===== config.mk =====
export PLATFORM = sky130hd
export DESIGN_NAME = bbara_input_conditioner_flat
export DESIGN_NICKNAME = d
export VERILOG_FILES = /design/src/rtl/bbara_pkg.sv /design/src/rtl/bbara_input_conditioner_if.sv /design/src/rtl/bbara_debounce_bit.sv /design/src/rtl/bbara_input_conditioner.sv /design/src/flat_wrapper.sv
export SDC_FILE = /design/constraint.sdc
export NUM_CORES = 1
export LEC_CHECK = 0
export BUFFER_PORTS_ARGS = -buffer_cell sky130_fd_sc_hd__buf_2
export CORE_MARGIN = 2
export CORE_UTILIZATION = 54
export CTS_BUF_LIST = sky130_fd_sc_hd__clkbuf_8 sky130_fd_sc_hd__clkbuf_16
export DETAILED_ROUTE_END_ITERATION = 16
export GPL_TIMING_DRIVEN = 0
export PLACE_DENSITY_LB_ADDON = 0.12
export SLEW_MARGIN = 10
export SYNTH_ARGS = -nofsm -noshare
export SYNTH_HDL_FRONTEND = slang
export SYNTH_SLANG_ARGS = --single-unit

===== constraint.sdc =====
create_clock -name clock -period 1.8 [get_ports clock]
set_clock_uncertainty 0.05 [all_clocks]
set_input_delay 0.36 -clock clock [delete_from_list [all_inputs] [get_ports clock]]
set_output_delay 0.36 -clock clock [all_outputs]
set_load 0.05 [all_outputs]

===== src/rtl/bbara_pkg.sv =====
// rtl/bbara_pkg.sv - shared widths, defaults and debounce state type for the bbara control path
package bbara_pkg;

    localparam int BBARA_IN_W        = 4;
    localparam int BBARA_OUT_W       = 2;
    localparam int DB_CYCLES_DEFAULT = 4;

    typedef enum logic {
        STABLE   = 1'b0,
        COUNTING = 1'b1
    } db_state_e;

endpackage


===== src/rtl/bbara_input_conditioner_if.sv =====
// rtl/bbara_input_conditioner_if.sv - raw input / conditioned output bundle of the bbara input conditioner
// master: source of raw_in, consumer of bbara_in/rise/fall/changed
// slave : the conditioner itself
interface bbara_input_conditioner_if;
    import bbara_pkg::*;

    logic [BBARA_IN_W-1:0] raw_in;
    logic [BBARA_IN_W-1:0] bbara_in;
    logic [BBARA_IN_W-1:0] rise;
    logic [BBARA_IN_W-1:0] fall;
    logic                  changed;

    modport master (output raw_in, input bbara_in, rise, fall, changed);
    modport slave  (input raw_in, output bbara_in, rise, fall, changed);

endinterface


===== src/rtl/bbara_debounce_bit.sv =====
// rtl/bbara_debounce_bit.sv - one-bit synchronizer, debounce counter and edge pulse generator
// clock, reset  : clock and async active-low reset
// raw_i         : asynchronous raw input bit
// level_o       : debounced level (registered)
// rise_o/fall_o : one-cycle pulses concurrent with a level_o update (registered)
// update_d_o    : next-edge update strobe, lets the top register a single change pulse
module bbara_debounce_bit
    import bbara_pkg::*;
#(
    parameter int DB_CYCLES = DB_CYCLES_DEFAULT,
    parameter int CNT_W     = 8
) (
    input  logic clock,
    input  logic reset,
    input  logic raw_i,
    output logic level_o,
    output logic rise_o,
    output logic fall_o,
    output logic update_d_o
);

    localparam logic [CNT_W-1:0] CNT_LAST = CNT_W'(DB_CYCLES - 1);

    logic             s1_q, s2_q;
    logic             level_q, level_d;
    logic             rise_q, fall_q;
    logic [CNT_W-1:0] cnt_q, cnt_d;
    db_state_e        state_q, state_d;
    logic             update;

    always_comb begin
        level_d = level_q;
        cnt_d   = cnt_q;
        state_d = state_q;
        update  = 1'b0;
        case (state_q)
            STABLE: begin
                if (s2_q != level_q) begin
                    // With a one-cycle window the first disagreeing sample is already enough.
                    if (DB_CYCLES == 1) begin
                        update = 1'b1;
                    end else begin
                        cnt_d   = CNT_W'(1);
                        state_d = COUNTING;
                    end
                end
            end
            COUNTING: begin
                if (s2_q == level_q) begin
                    cnt_d   = '0;
                    state_d = STABLE;
                end else if (cnt_q == CNT_LAST) begin
                    update  = 1'b1;
                    cnt_d   = '0;
                    state_d = STABLE;
                end else begin
                    cnt_d = cnt_q + CNT_W'(1);
                end
            end
            default: begin
                cnt_d   = '0;
                state_d = STABLE;
            end
        endcase
        if (update) begin
            level_d = s2_q;
        end
    end

    always_ff @(posedge clock or negedge reset) begin
        if (!reset) begin
            s1_q    <= 1'b0;
            s2_q    <= 1'b0;
            level_q <= 1'b0;
            rise_q  <= 1'b0;
            fall_q  <= 1'b0;
            cnt_q   <= '0;
            state_q <= STABLE;
        end else begin
            s1_q    <= raw_i;
            s2_q    <= s1_q;
            level_q <= level_d;
            rise_q  <= update & s2_q;
            fall_q  <= update & ~s2_q;
            cnt_q   <= cnt_d;
            state_q <= state_d;
        end
    end

    assign level_o    = level_q;
    assign rise_o     = rise_q;
    assign fall_o     = fall_q;
    assign update_d_o = update;

endmodule


===== src/rtl/bbara_input_conditioner.sv =====
// rtl/bbara_input_conditioner.sv - synchronizes and debounces the four bbara raw inputs
// clock, reset : clock and async active-low reset
// cond (slave) : raw_in in; bbara_in, rise, fall, changed out (all registered)
module bbara_input_conditioner
    import bbara_pkg::*;
#(
    parameter int DB_CYCLES = DB_CYCLES_DEFAULT,
    parameter int CNT_W     = 8
) (
    input  logic                       clock,
    input  logic                       reset,
    bbara_input_conditioner_if.slave   cond
);

    logic [BBARA_IN_W-1:0] level;
    logic [BBARA_IN_W-1:0] rise;
    logic [BBARA_IN_W-1:0] fall;
    logic [BBARA_IN_W-1:0] update_d;
    logic                  changed_q;

    for (genvar i = 0; i < BBARA_IN_W; i++) begin : g_bit
        bbara_debounce_bit #(
            .DB_CYCLES (DB_CYCLES),
            .CNT_W     (CNT_W)
        ) u_bit (
            .clock      (clock),
            .reset      (reset),
            .raw_i      (cond.raw_in[i]),
            .level_o    (level[i]),
            .rise_o     (rise[i]),
            .fall_o     (fall[i]),
            .update_d_o (update_d[i])
        );
    end

    // Registered from the per-bit update strobes so it lines up with rise/fall.
    always_ff @(posedge clock or negedge reset) begin
        if (!reset) begin
            changed_q <= 1'b0;
        end else begin
            changed_q <= |update_d;
        end
    end

    assign cond.bbara_in = level;
    assign cond.rise     = rise;
    assign cond.fall     = fall;
    assign cond.changed  = changed_q;

endmodule


===== src/flat_wrapper.sv =====
// flat-port wrapper written by rule: the top's interface ports become plain ports
module bbara_input_conditioner_flat import bbara_pkg::*;
#(
    parameter int DB_CYCLES = DB_CYCLES_DEFAULT,
    parameter int CNT_W     = 8
)
  (clock, reset, cond_raw_in, cond_bbara_in, cond_rise, cond_fall, cond_changed);
  bbara_input_conditioner_if cond_i ();
  input  logic clock;
  input  logic reset;
  input wire logic [$bits(cond_i.raw_in)-1:0] cond_raw_in;
  output wire logic [$bits(cond_i.bbara_in)-1:0] cond_bbara_in;
  output wire logic [$bits(cond_i.rise)-1:0] cond_rise;
  output wire logic [$bits(cond_i.fall)-1:0] cond_fall;
  output wire logic [$bits(cond_i.changed)-1:0] cond_changed;
  assign cond_i.raw_in = cond_raw_in;
  assign cond_bbara_in = cond_i.bbara_in;
  assign cond_rise = cond_i.rise;
  assign cond_fall = cond_i.fall;
  assign cond_changed = cond_i.changed;
  bbara_input_conditioner #(.DB_CYCLES(DB_CYCLES), .CNT_W(CNT_W)) u_core (.clock(clock), .reset(reset), .cond(cond_i));
endmodule

# Word-level counts from Yosys, hierarchy flattened
# Index checks and enable logic that the tools add are counted.
[word_totals] input_bits=6 wordCells=110 register_bits=57 out_inout_bits=13
[op_classes] muxes=44 n_reduce_logical=1 n_eq_ne=16 n_bitwise=16 addsub=4
[op_table] operator="$mux W8" n=12
[op_table] operator="$pmux W8 S2" n=4
[op_table] operator="$add A8 B1 Y8 const B" n=4
[op_table] operator="$eq A8 B2 Y1 const B" n=4
[op_table] operator="$mux W1" n=24
[op_table] operator="$and A1 B1 Y1" n=8
[op_table] operator="$ne A2 B2 Y1 const B" n=4
[op_table] operator="$not A1 Y1" n=8
[op_table] operator="$pmux W1 S2" n=4
[op_table] operator="$eq A1 B1 Y1" n=4
[op_table] operator="$ne A1 B1 Y1" n=4
[op_table] operator="$reduce_or A4 Y1" n=1

# Logic depth before layout (Yosys ltp)
[logic_depth] word_depth=5 mapped_depth=6

# Hierarchy
# A second synthesis with hierarchy kept.
[hier_totals] hier_cells=266 area_unflattened_um2=2755.1
[modules_own_cells] mod="bbara_debounce_bit" area_each_um2=680.7 cells_each=66 instances=4 seq_area_each_um2=350.3
[modules_own_cells] mod="bbara_input_conditioner" area_each_um2=32.5 cells_each=2 instances=1 seq_area_each_um2=25.0

# Worst setup path before layout
# OpenSTA, ideal clock, no wires.
[synth_timing] kind="reg2reg" start="register u_core.g_bit[1].u_bit.cnt_q[0]" end="register u_core.g_bit[1].u_bit.cnt_q[3]" arrival_time_ns=1.683 path_slack_ns=-0.054 required_ns=1.629 n_path_buf=1 setup_ns=0.121 path_stages_with_launch=7 synth_period_minus_slack_ns=1.854 path_cell_list="dfrtp_1 > ha_1 > or4b_4 > o211a_1 > buf_6 > a21o_1 > a22o_1"
[synth_between] elab_chain_len=4 elab_cells_between_ends=5
[synth_lines] element="start, declared" line_no="bbara_debounce_bit.sv:27" text="logic [CNT_W-1:0] cnt_q, cnt_d;"
[synth_lines] element="start signal, assigned" line_no="bbara_debounce_bit.sv:85" text="cnt_q <= cnt_d;"
[synth_lines] element="$add A8 B1 Y8 / $eq A8 B2 Y1 (equally long branches)" line_no="bbara_debounce_bit.sv:57, bbara_debounce_bit.sv:52"
[synth_lines] element="$mux W8 (*)" line_no="bbara_debounce_bit.sv:52" text="end else if (cnt_q == CNT_LAST) begin"
[synth_lines] element="$mux W8 (*)" line_no="bbara_debounce_bit.sv:49" text="if (s2_q == level_q) begin"
[synth_lines] element="$pmux W8 S2 (*)" line_no="bbara_debounce_bit.sv:36" text="case (state_q)"
# Mark *: on every way between the ends. The rest lies on a longest branch, timed or not.
# A chain may end at the register's enable or synchronous reset.

# Worst setup path in the final report
# Same ends and word-level chain as after synthesis.

==> impl_metrics.tcl <==
set metrics [dict create \
    internal_power_mw 3.08 \
    synth_area_per_cell_um2 10.6 \
    tns_ns -0.474 \
    hold_viol 0 \
    cp-start-kind "register" \
    dr_total_vias 2055 \
    floorplan.die.height_um 75.0 \
    setup_ws_ns -0.132 \
    p_leak_nw 1.54 \
    overflow 0 \
    synth_cell_types 41 \
    wl_per_cell_um 14.1 \
    synth_fp_nets 267 \
    power.density_mw_per_mm2 1480 \
    antenna_cells 0 \
    rsz0062_at_grt "true" \
    p_clk_share_pct 23.8 \
    slew_viol_final 0 \
    fmax_mhz 518 \
    crit_start "u_core.g_bit[1].u_bit.cnt_q[0]" \
    tightest_slew_ns 0.684 \
    path_buf_inv 1 \
    antenna_found_initial 0 \
    max_slew_margin_pct 54.4 \
    violations "negative setup slack" \
    swShare_pct 37.6 \
    num_rows 25 \
    root_buffer "clkbuf_8" \
    ant_nets 0 \
    hold_ws_ns 0.0174 \
    grt_use_total_pct 21.3 \
    grt_max_degree 58 \
    first_iter_violations 104 \
    synth_warnings 0 \
    cts_max_level 3 \
    dr.pass1.iters 4 \
    required_ns 1.97 \
    slowest_stage "or4b_4" \
    synth_cells 257 \
    drive_above_1_share_pct 31.4 \
    ios 19 \
    dieArea_mm2 0.00562 \
    wl_um 5250 \
    path_cells "ha_2 -> or4b_4 -> o211a_4 -> buf_6 -> a21o_1 -> a22o_1" \
    status "complete, but fails checks" \
    setup_viol 9 \
    cts_tree "built" \
    p_seq_share_pct 36.2 \
    hold_class "input pin to asynchronous set/reset pin" \
    start_util_pct 56.8 \
    drc 0 \
    ir_drop_uv 1090 \
    synth-seq-cells 57 \
    chipWidth_um 75.0 \
    cts.reportedPaths.clkPinSlew_ns 0.06 \
    dp_hpwl_um 3280 \
    port_buffers 18 \
    post-place-cells 342 \
    end_kind "register" \
    period_share_pct 107 \
    synth_area_mm2 0.00272 \
    cp_max_fo 5 \
    rr_startpoint "u_core.g_bit[1].u_bit.cnt_q[0]" \
    areaGrowthSynthToFinish_pct 22.7 \
    period_minus_slack_ns 1.93 \
    slowest_delay_ns 0.47 \
    grt_pass1_vias 1967 \
    arrival_ns 2.10 \
    core_area_mm2 0.00479 \
    gp_congestion 0.766 \
    clkLatencyLatePin_ns 0.33 \
    pwr-share-comb_pct 40.0 \
    grt_pass1_wl_um 8830 \
    seq_area_frac_synth_pct 52.5 \
    gr-max-usage-layer "met2" \
    crit_family "compound AO/OA/AOI/OAI gates" \
    use_met1_pct 28.8 \
    cts_buffers 9 \
    criticalPathCategory "register to register" \
    drv_cap 0 \
    nets 312 \
    finalPower_mw 4.94 \
    cts_buffer_depth 2 \
    via_per_inst 5.51 \
    met3_usage_pct 5.76 \
    fin_cells 373 \
    p_switching_mw 1.86 \
    grtUsageMet2_pct 31.9 \
    clock_sink_count 57 \
]
path summary, 6_finish.rpt:
| kind | cells past startpoint | end | slack (ns) |
|---|---|---|---|
| setup / recovery | 6 | u_core.g_bit[1].u_bit.cnt_q[3] | -0.13 |
| hold / removal | 1 | u_core.g_bit[2].u_bit.cnt_q[2] | 0.02 |
| setup reg to reg | 6 | u_core.g_bit[1].u_bit.cnt_q[3] | -0.13 |
| hold reg to reg | 0 | u_core.g_bit[3].u_bit.s2_q | 0.30 |
| max in group asynchronous | 1 | u_core.g_bit[0].u_bit.cnt_q[0] | 1.18 |
| min in group clock | 1 | u_core.g_bit[0].u_bit.s1_q | 0.08 |
cell usage after synthesis:
cell / n / area [um^2]
nor4b_1: 2 / 17.5
a22o_1: 9 / 78.8
or2b_1: 1 / 7.51
a22o_2: 3 / 30.0
mux2i_1: 3 / 30.0
buf_6: 2 / 22.5
o21ai_0: 12 / 60.1
buf_4: 12 / 90.1
a211oi_2: 1 / 12.5
nand3_1: 19 / 95.1
o211a_1: 4 / 40.0
o221ai_1: 1 / 8.76
a21o_1: 2 / 15.0
or3b_1: 1 / 8.76
or4b_4: 1 / 13.8
clkbuf_1: 3 / 11.3
and2_1: 1 / 6.26
or2_2: 1 / 6.26
and3_1: 5 / 31.3
nor3b_1: 8 / 60.1
a32oi_1: 1 / 8.76
mux2_2: 4 / 45.0
or3b_2: 2 / 17.5
a31oi_1: 8 / 50.1
inv_1: 7 / 26.3
a21oi_1: 15 / 75.1
nor2_1: 12 / 45.0
nor2b_1: 3 / 18.8
or3_1: 2 / 12.5
nor3_1: 3 / 15.0
xnor2_1: 6 / 52.6
or4_1: 1 / 7.51
a41oi_1: 2 / 17.5
ha_1: 4 / 50.1
and4_1: 4 / 35.0
nand3b_1: 2 / 15.0
dfrtp_1: 57 / 1430
nand4_1: 3 / 18.8
xor2_1: 4 / 35.0
a211oi_1: 1 / 7.51
nand2_1: 25 / 93.8
per-layer routing:
metal / up-vias / share of wire, %
met2: 40 / 47
met3: 9 / 3.9
li1: 1017 / -
met4: 0 / 1.5
met1: 989 / 48
met5: - / 0
final cells by class:
cell class,count,area (um^2)
fillers,373,1450
flip-flops and latches,57,1430
multi-input cells,176,1260
repair buffers,34,208
clock buffers,11,151
plain buffers,17,128
well taps,67,83.8
clock inverters,4,43.8
inverters,7,26.3
repair_timing:
item / CTS / global route
hold buffers: 0 / 0
resized for setup: 16 / 11
setup endpoints to repair: 38 / 24
setup buffers: 7 / 7
pin swaps: 3 / 4
cloned: 2 / 0
through the flow:
step / instance area [um^2] / util [%] / worst slack, ns
detailed placement: 2900 / 60.6 / -0.251
CTS: 3230 / 67.5 / -0.0972
floorplan: 2730 / - / -0.0410
global route: 3340 / 69.7 / -0.201
finish: 3340 / 69.7 / -0.132
global placement: 2900 / 60.6 / -0.203
sequential cells by signal, summed over array words and instances (netlist names):
signal and count:
u_core.g_bit.u_bit.rise_o 4, u_core.g_bit.u_bit.s2_q 4, u_core.g_bit.u_bit.state_q 4, u_core.cond.changed 1
u_core.g_bit.u_bit.level_o 4, u_core.g_bit.u_bit.s1_q 4, u_core.g_bit.u_bit.fall_o 4, u_core.g_bit.u_bit.cnt_q 32
kinds of logic (layout without fill, tap and decap cells):
group / Yosys count / after routing / share of synthesized area [%]
AND/OR/NAND/NOR: 96 / 96 / 19.3
AO/OA/AOI/OAI: 59 / 59 / 14.9
flip-flops: 57 / 57 / 52.5
buffers and inverters: 24 / 73 / 5.52
XOR/XNOR: 10 / 10 / 3.22
multiplexers: 7 / 7 / 2.76
adder cells (fa/ha/maj): 4 / 4 / 1.84
layout by cell type (no fill, tap or decap), types with 3 or more instances in the layout:
master and instances:
nand3_1 17, mux2_2 4, nand4_1 3, a21oi_1 14, buf_4 27, mux2i_1 3
xor2_1 4, a31oi_1 8, dfrtp_1 51, nor3b_1 8, a22o_1 9, o211a_1 3
inv_1 8, and4_1 4, dfrtp_2 6, clkbuf_8 11, buf_2 18, and3_1 5
nor2_1 11, xnor2_1 6, nand2_1 25, o21ai_0 12, a22o_2 3, nor2b_1 3
power groups by stage:
stage	clock, mW	sequential (mW)	combinational, mW
final	1.17	1.79	1.98
after global routing	1.26	1.83	2.18
after CTS	1.20	1.77	1.84
after detailed placement	0	1.81	1.61
after global placement	0	1.80	1.57
after floorplan	0	1.77	1.28
(Power assumes the default switching activity.)
